File: src/rtl/multi_path_fanin_pipeline_if.sv
// Handshake bundle for the three-lane fan-in pipeline: per-lane valid/ready/data
// in, a single valid/ready/data/src output, plus the completed-transfer counter.
interface multi_path_fanin_pipeline_if #(
    parameter int WIDTH = 8
);
    logic [2:0]         in_valid;
    logic [3*WIDTH-1:0] in_data;
    logic [2:0]         in_ready;
    logic               out_valid;
    logic [WIDTH-1:0]   out_data;
    logic [1:0]         out_src;
    logic               out_ready;
    logic [15:0]        out_count;

    modport master (
        output in_valid,
        output in_data,
        output out_ready,
        input  in_ready,
        input  out_valid,
        input  out_data,
        input  out_src,
        input  out_count
    );

    modport slave (
        input  in_valid,
        input  in_data,
        input  out_ready,
        output in_ready,
        output out_valid,
        output out_data,
        output out_src,
        output out_count
    );
endinterface

File: src/rtl/multi_path_fanin_pipeline.sv
// Three valid/ready lanes merged by a round-robin arbiter into an elastic
// STAGES-deep register pipeline with one valid/ready output and a transfer counter.
module multi_path_fanin_pipeline #(
    parameter int WIDTH  = 8,
    parameter int STAGES = 3
) (
    input  logic                         clk,
    input  logic                         rst_n,
    multi_path_fanin_pipeline_if.slave   bus
);

    logic [WIDTH-1:0]  data_p [STAGES];
    logic [1:0]        src_p  [STAGES];
    logic [STAGES-1:0] vld_p;

    logic [WIDTH-1:0]  data_nx [STAGES];
    logic [1:0]        src_nx  [STAGES];
    logic [STAGES-1:0] vld_nx;
    logic [STAGES-1:0] can_acc;

    logic [1:0]        rr_ptr;
    logic [2:0]        grant;
    logic [1:0]        grant_idx;
    logic [WIDTH-1:0]  lane_data;
    logic              in_fire;
    logic              out_fire;
    logic [15:0]       out_count_q;

    function automatic logic [1:0] next_lane(input logic [1:0] lane);
        return (lane == 2'd2) ? 2'd0 : lane + 2'd1;
    endfunction

    // Search order ptr, ptr+1, ptr+2 (mod 3); first requesting lane wins.
    function automatic logic [2:0] rr_grant(input logic [2:0] req, input logic [1:0] ptr);
        logic [3:0] req_w;
        logic [3:0] gnt;
        logic [1:0] idx;
        logic       found;
        req_w = {1'b0, req};
        gnt   = '0;
        idx   = (ptr == 2'd3) ? 2'd0 : ptr;
        found = 1'b0;
        for (int i = 0; i < 3; i++) begin
            if (!found && req_w[idx]) begin
                gnt[idx] = 1'b1;
                found    = 1'b1;
            end
            idx = next_lane(idx);
        end
        return gnt[2:0];
    endfunction

    function automatic logic [1:0] onehot_to_idx(input logic [2:0] oh);
        logic [1:0] idx;
        idx = 2'd0;
        if (oh[1]) idx = 2'd1;
        if (oh[2]) idx = 2'd2;
        return idx;
    endfunction

    // A stage can accept if any stage from it to the output is empty, or the
    // output drains this cycle. This is the out_ready -> in_ready chain.
    always_comb begin
        logic full_tail;
        full_tail = 1'b1;
        can_acc   = '0;
        for (int s = STAGES - 1; s >= 0; s--) begin
            full_tail  = full_tail & vld_p[s];
            can_acc[s] = ~full_tail | bus.out_ready;
        end
    end

    always_comb begin
        grant     = rr_grant(bus.in_valid, rr_ptr);
        grant_idx = onehot_to_idx(grant);
        lane_data = '0;
        for (int k = 0; k < 3; k++) begin
            if (grant[k]) lane_data = bus.in_data[k*WIDTH +: WIDTH];
        end
    end

    assign bus.in_ready = grant & {3{can_acc[0] & rst_n}};
    assign in_fire      = |(bus.in_valid & bus.in_ready);
    assign out_fire     = vld_p[STAGES-1] & bus.out_ready;

    // Inputs presented to each stage: stage 0 from the granted lane, others
    // from their predecessor.
    always_comb begin
        vld_nx     = '0;
        vld_nx[0]  = in_fire;
        data_nx[0] = lane_data;
        src_nx[0]  = grant_idx;
        for (int s = 1; s < STAGES; s++) begin
            vld_nx[s]  = vld_p[s-1];
            data_nx[s] = data_p[s-1];
            src_nx[s]  = src_p[s-1];
        end
    end

    // Stage registers: load on accept, otherwise hold; empty stages keep stale data.
    always_ff @(posedge clk or negedge rst_n) begin
        if (!rst_n) begin
            vld_p <= '0;
            for (int s = 0; s < STAGES; s++) begin
                data_p[s] <= '0;
                src_p[s]  <= '0;
            end
        end else begin
            for (int s = 0; s < STAGES; s++) begin
                if (can_acc[s]) begin
                    vld_p[s] <= vld_nx[s];
                    if (vld_nx[s]) begin
                        data_p[s] <= data_nx[s];
                        src_p[s]  <= src_nx[s];
                    end
                end
            end
        end
    end

    always_ff @(posedge clk or negedge rst_n) begin
        if (!rst_n) begin
            rr_ptr      <= 2'd0;
            out_count_q <= 16'd0;
        end else begin
            if (in_fire) rr_ptr <= next_lane(grant_idx);
            if (out_fire) out_count_q <= out_count_q + 16'd1;
        end
    end

    assign bus.out_valid = vld_p[STAGES-1];
    assign bus.out_data  = data_p[STAGES-1];
    assign bus.out_src   = src_p[STAGES-1];
    assign bus.out_count = out_count_q;

endmodule

File: src/flat_wrapper.sv
// flat-port wrapper written by rule: the top's interface ports become plain ports
module multi_path_fanin_pipeline_flat 
#(
    parameter int WIDTH  = 8,
    parameter int STAGES = 3
)
  (clk, rst_n, bus_in_valid, bus_in_data, bus_out_ready, bus_in_ready, bus_out_valid, bus_out_data, bus_out_src, bus_out_count);
  multi_path_fanin_pipeline_if #(.WIDTH(WIDTH)) bus_i ();
  input  logic clk;
  input  logic rst_n;
  input wire logic [$bits(bus_i.in_valid)-1:0] bus_in_valid;
  input wire logic [$bits(bus_i.in_data)-1:0] bus_in_data;
  input wire logic [$bits(bus_i.out_ready)-1:0] bus_out_ready;
  output wire logic [$bits(bus_i.in_ready)-1:0] bus_in_ready;
  output wire logic [$bits(bus_i.out_valid)-1:0] bus_out_valid;
  output wire logic [$bits(bus_i.out_data)-1:0] bus_out_data;
  output wire logic [$bits(bus_i.out_src)-1:0] bus_out_src;
  output wire logic [$bits(bus_i.out_count)-1:0] bus_out_count;
  assign bus_i.in_valid = bus_in_valid;
  assign bus_i.in_data = bus_in_data;
  assign bus_i.out_ready = bus_out_ready;
  assign bus_in_ready = bus_i.in_ready;
  assign bus_out_valid = bus_i.out_valid;
  assign bus_out_data = bus_i.out_data;
  assign bus_out_src = bus_i.out_src;
  assign bus_out_count = bus_i.out_count;
  multi_path_fanin_pipeline #(.WIDTH(WIDTH), .STAGES(STAGES)) u_core (.clk(clk), .rst_n(rst_n), .bus(bus_i));
endmodule
File: config.mk
export PLATFORM = sky130hd
export DESIGN_NAME = multi_path_fanin_pipeline_flat
export DESIGN_NICKNAME = d
export VERILOG_FILES = /design/src/rtl/multi_path_fanin_pipeline_if.sv /design/src/rtl/multi_path_fanin_pipeline.sv /design/src/flat_wrapper.sv
export SDC_FILE = /design/constraint.sdc
export NUM_CORES = 1
export LEC_CHECK = 0
export ABC_AREA = 1
export CAP_MARGIN = 20
export CORE_ASPECT_RATIO = 1.25
export CORE_MARGIN = 4
export CORE_UTILIZATION = 35
export CTS_BUF_LIST = sky130_fd_sc_hd__clkbuf_8
export DETAILED_ROUTE_END_ITERATION = 16
export DONT_BUFFER_PORTS = 1
export MAX_ROUTING_LAYER = met4
export PLACE_DENSITY = 0.61
export SYNTH_ARGS = -nofsm -noshare
export SYNTH_HDL_FRONTEND = slang
export SYNTH_SLANG_ARGS = --single-unit
File: constraint.sdc
create_clock -name clk -period 3.29 [get_ports clk]
set_clock_uncertainty 0.1 [all_clocks]
set_input_delay 0.658 -clock clk [delete_from_list [all_inputs] [get_ports clk]]
set_output_delay 0.658 -clock clk [all_outputs]
set_load 0.05 [all_outputs]
==> out/qor.yml <==
cells_and_area:
  antenna_cells: 0
  drive_above_1_share_pct: 15.19
  mostFrequentLayoutCell: "nand2_1"
  area_growth_syn_to_layout_pct: 9.535
  final_nets: 350
  fillers: 726
  final_util_pct: 39.58
  layout_common_cells: "nand2_1, dfrtp_1, inv_1, nand3_1, mux2_2"
synth:
  synthCells: 310
  synthDominantCellAreaShare_pct: 47.44
  syn_area_per_cell_sq_um: 8.678
  synth_cell_types: 27
  synth_area_leader_cell: "dfrtp_1"
  syn-num-nets: 345
  synth_warnings: 0
  yosysSeqAreaShare_pct: 47.44
  yosys-top-cells-area: "dfrtp_1, nand2_1, mux2_2"
  ys_ff_latch: 51
  syn_area_sq_mm: 0.002690
sta:
  period_share_pct: 90.76
  tns_ns: 0
  fmax_mhz: 334.9
  finalWorstPathRequiredPeriod_ns: 2.986
  worst_slew_pin_slew_ns: 0.5787
  hold_viol_final: 0
  slew_headroom_pct: 61.42
  drv_slew: 0
  setup_viol: 0
  grt_setup_unrepaired: "false"
routing:
  dr.pass1.iters: 4
  wirelength_microns: 4941
  vias: 1935
  postRouteAntennaNets: 0
  drc: 0
  vias_per_cell: 4.743
  wl_per_cell_microns: 12.11
  first_iter_violations: 68
place:
  gp_congestion: 0.7810
  dp_hpwl_microns: 3735
  io_buffers: 0
clocking:
  clockBufferDepth: 2
  cts_max_level: 2
  clkSinkCount: 51
  ctsHoldBuffers: 1
  cts-root-buf: "clkbuf_8"
  cts.clk_slew.worst_paths_ns: 0.09
  cts_resized: 0
  cts_made_buffers: 5
  clock_latency_ns: 0.30
  cts_tree: "done"
  cts_setup_buffers: 0
outcome:
  status: "finished clean"
critical_path:
  end_kind: "output pin"
  start_kind: "flip-flop"
  critical_path_arrival_ns: 2.23
  required_ns: 2.53
  critPathMaxFanout: 9
  rr_worst_depth: 13
  critPathKind: "flip-flop to output pin"
power_and_ir_drop:
  power_density_mw_per_mm2: 1034
  vdd_ir_drop_max_v: 0.0006480
  p_leak_uw: 0.001592
die:
  dieArea_sq_mm: 0.009161
  die_width_microns: 86.42
  coreArea_sq_mm: 0.007445
  die_h_microns: 106.0
  num_rows: 35
  start_util_pct: 36.13
  num_io_pins: 60
grt:
  gr-total-overflow: 0
  grt_pass1_vias: 1909
  grt_usage_pct: 11.83
  antenna_found_initial: 0
  grt_max_degree: 52
  grt_pass1_wl_microns: 8652
worst_hold_path:
  hold_class: "input pin to async pin"
job:
  drv_cap: 0
==> final cells by class <==
class	count	area, sq um	area share [%]
Tap cell	92	115.1	3.907
Clock buffer	5	68.82	2.335
Inverter	45	168.9	5.732
Sequential cell	51	1276	43.31
Multi-Input combinational cell	206	1189	40.34
Clock inverter	3	63.81	2.166
Timing Repair Buffer	6	65.06	2.208
==> through the flow <==
stage          hold slack, ns  cells  cell area, sq um  total power (uW)  setup slack (ns)
3_5_place_dp           0.2639    399              2786              2566            0.6216
3_3_place_gp           0.2635    399              2786              2540            0.6840
5_1_grt                0.1017    408              2947              3331           0.02261
6_report              0.09544    408              2947              3048            0.3038
4_1_cts                0.1033    408              2947              3087            0.2808
2_1_floorplan          0.2624    310              2690              2364            0.3841
==> synth_stat cells, drive strengths merged <==
master and count:
buf 6, nand3 33, dfrtp 51, or2 1, mux2 17, nand4 15, nand2 92, nor2 19
a21oi 3, o21ai 5, inv 45, nor3 1, ha 5, a22oi 1, xnor2 6, clkbuf 2
xor2 8
==> per-layer routing <==
| metal | part of all wire [%] | wire (microns) | track usage [%] | up-vias |
|---|---|---|---|---|
| li1 | - | - | - | 992 |
| met1 | 44 | 2172 | 14.22 | 855 |
| met2 | 44 | 2166 | 18.54 | 75 |
| met3 | 11 | 520 | 4.341 | 13 |
| met4 | 1.7 | 82 | 3.452 | 0 |
| met5 | 0 | 0 | - | - |
==> critical path, cell delays in order, from the launching register on <==
cell and delay, ns:
dfrtp_1 0.40, inv_1 0.08, ha_1 0.39, inv_2 0.13
nand2_1 0.08, nand3_1 0.07, nand2_1 0.07, nand3_1 0.07
nand2_1 0.08, nor2_2 0.29, nor2_1 0.07, buf_4 0.19
==> flip-flops by register name, indices dropped and copies added (netlist names) <==
| name | flops |
|---|---|
| u_core.bus.out_count | 16 |
| u_core.data_nx | 16 |
| u_core.bus.out_data | 8 |
| u_core.src_nx | 4 |
| u_core.vld_p | 3 |
| u_core.bus.out_src | 2 |
| u_core.rr_ptr | 2 |
==> power breakdown <==
group	leakage (uW)	switching, uW	internal [uW]
Sequential	0.000662	492	832
Clock	0.0000695	198	301
Combinational	0.000861	761	464
==> cells by family after synthesis <==
group                      Yosys count  share of synthesized area (%)
and+or+nand+nor                    161                          28.28
buffers and inverters               53                          8.372
DFF                                 51                          47.44
muxes                               17                          7.116
xor gates and xnor gates            14                          4.558
AOI/OAI and AO/OA                    9                          1.907
adders and majority gates            5                          2.326
==> final timing paths <==
path | from | end | slack [ns]
max | u_core.rr_ptr[0] | bus_in_ready[2] | 0.30
min | rst_n | u_core.bus.out_count[6] | 0.1
max reg2reg | u_core.rr_ptr[0] | u_core.vld_p[0] | 0.81
min reg2reg | u_core.vld_p[0] | u_core.vld_p[1] | 0.38
max in group asynchronous | rst_n | u_core.rr_ptr[0] | 2.77
min in group clk | u_core.vld_p[0] | u_core.vld_p[1] | 0.38
(Power assumes the default switching activity.)
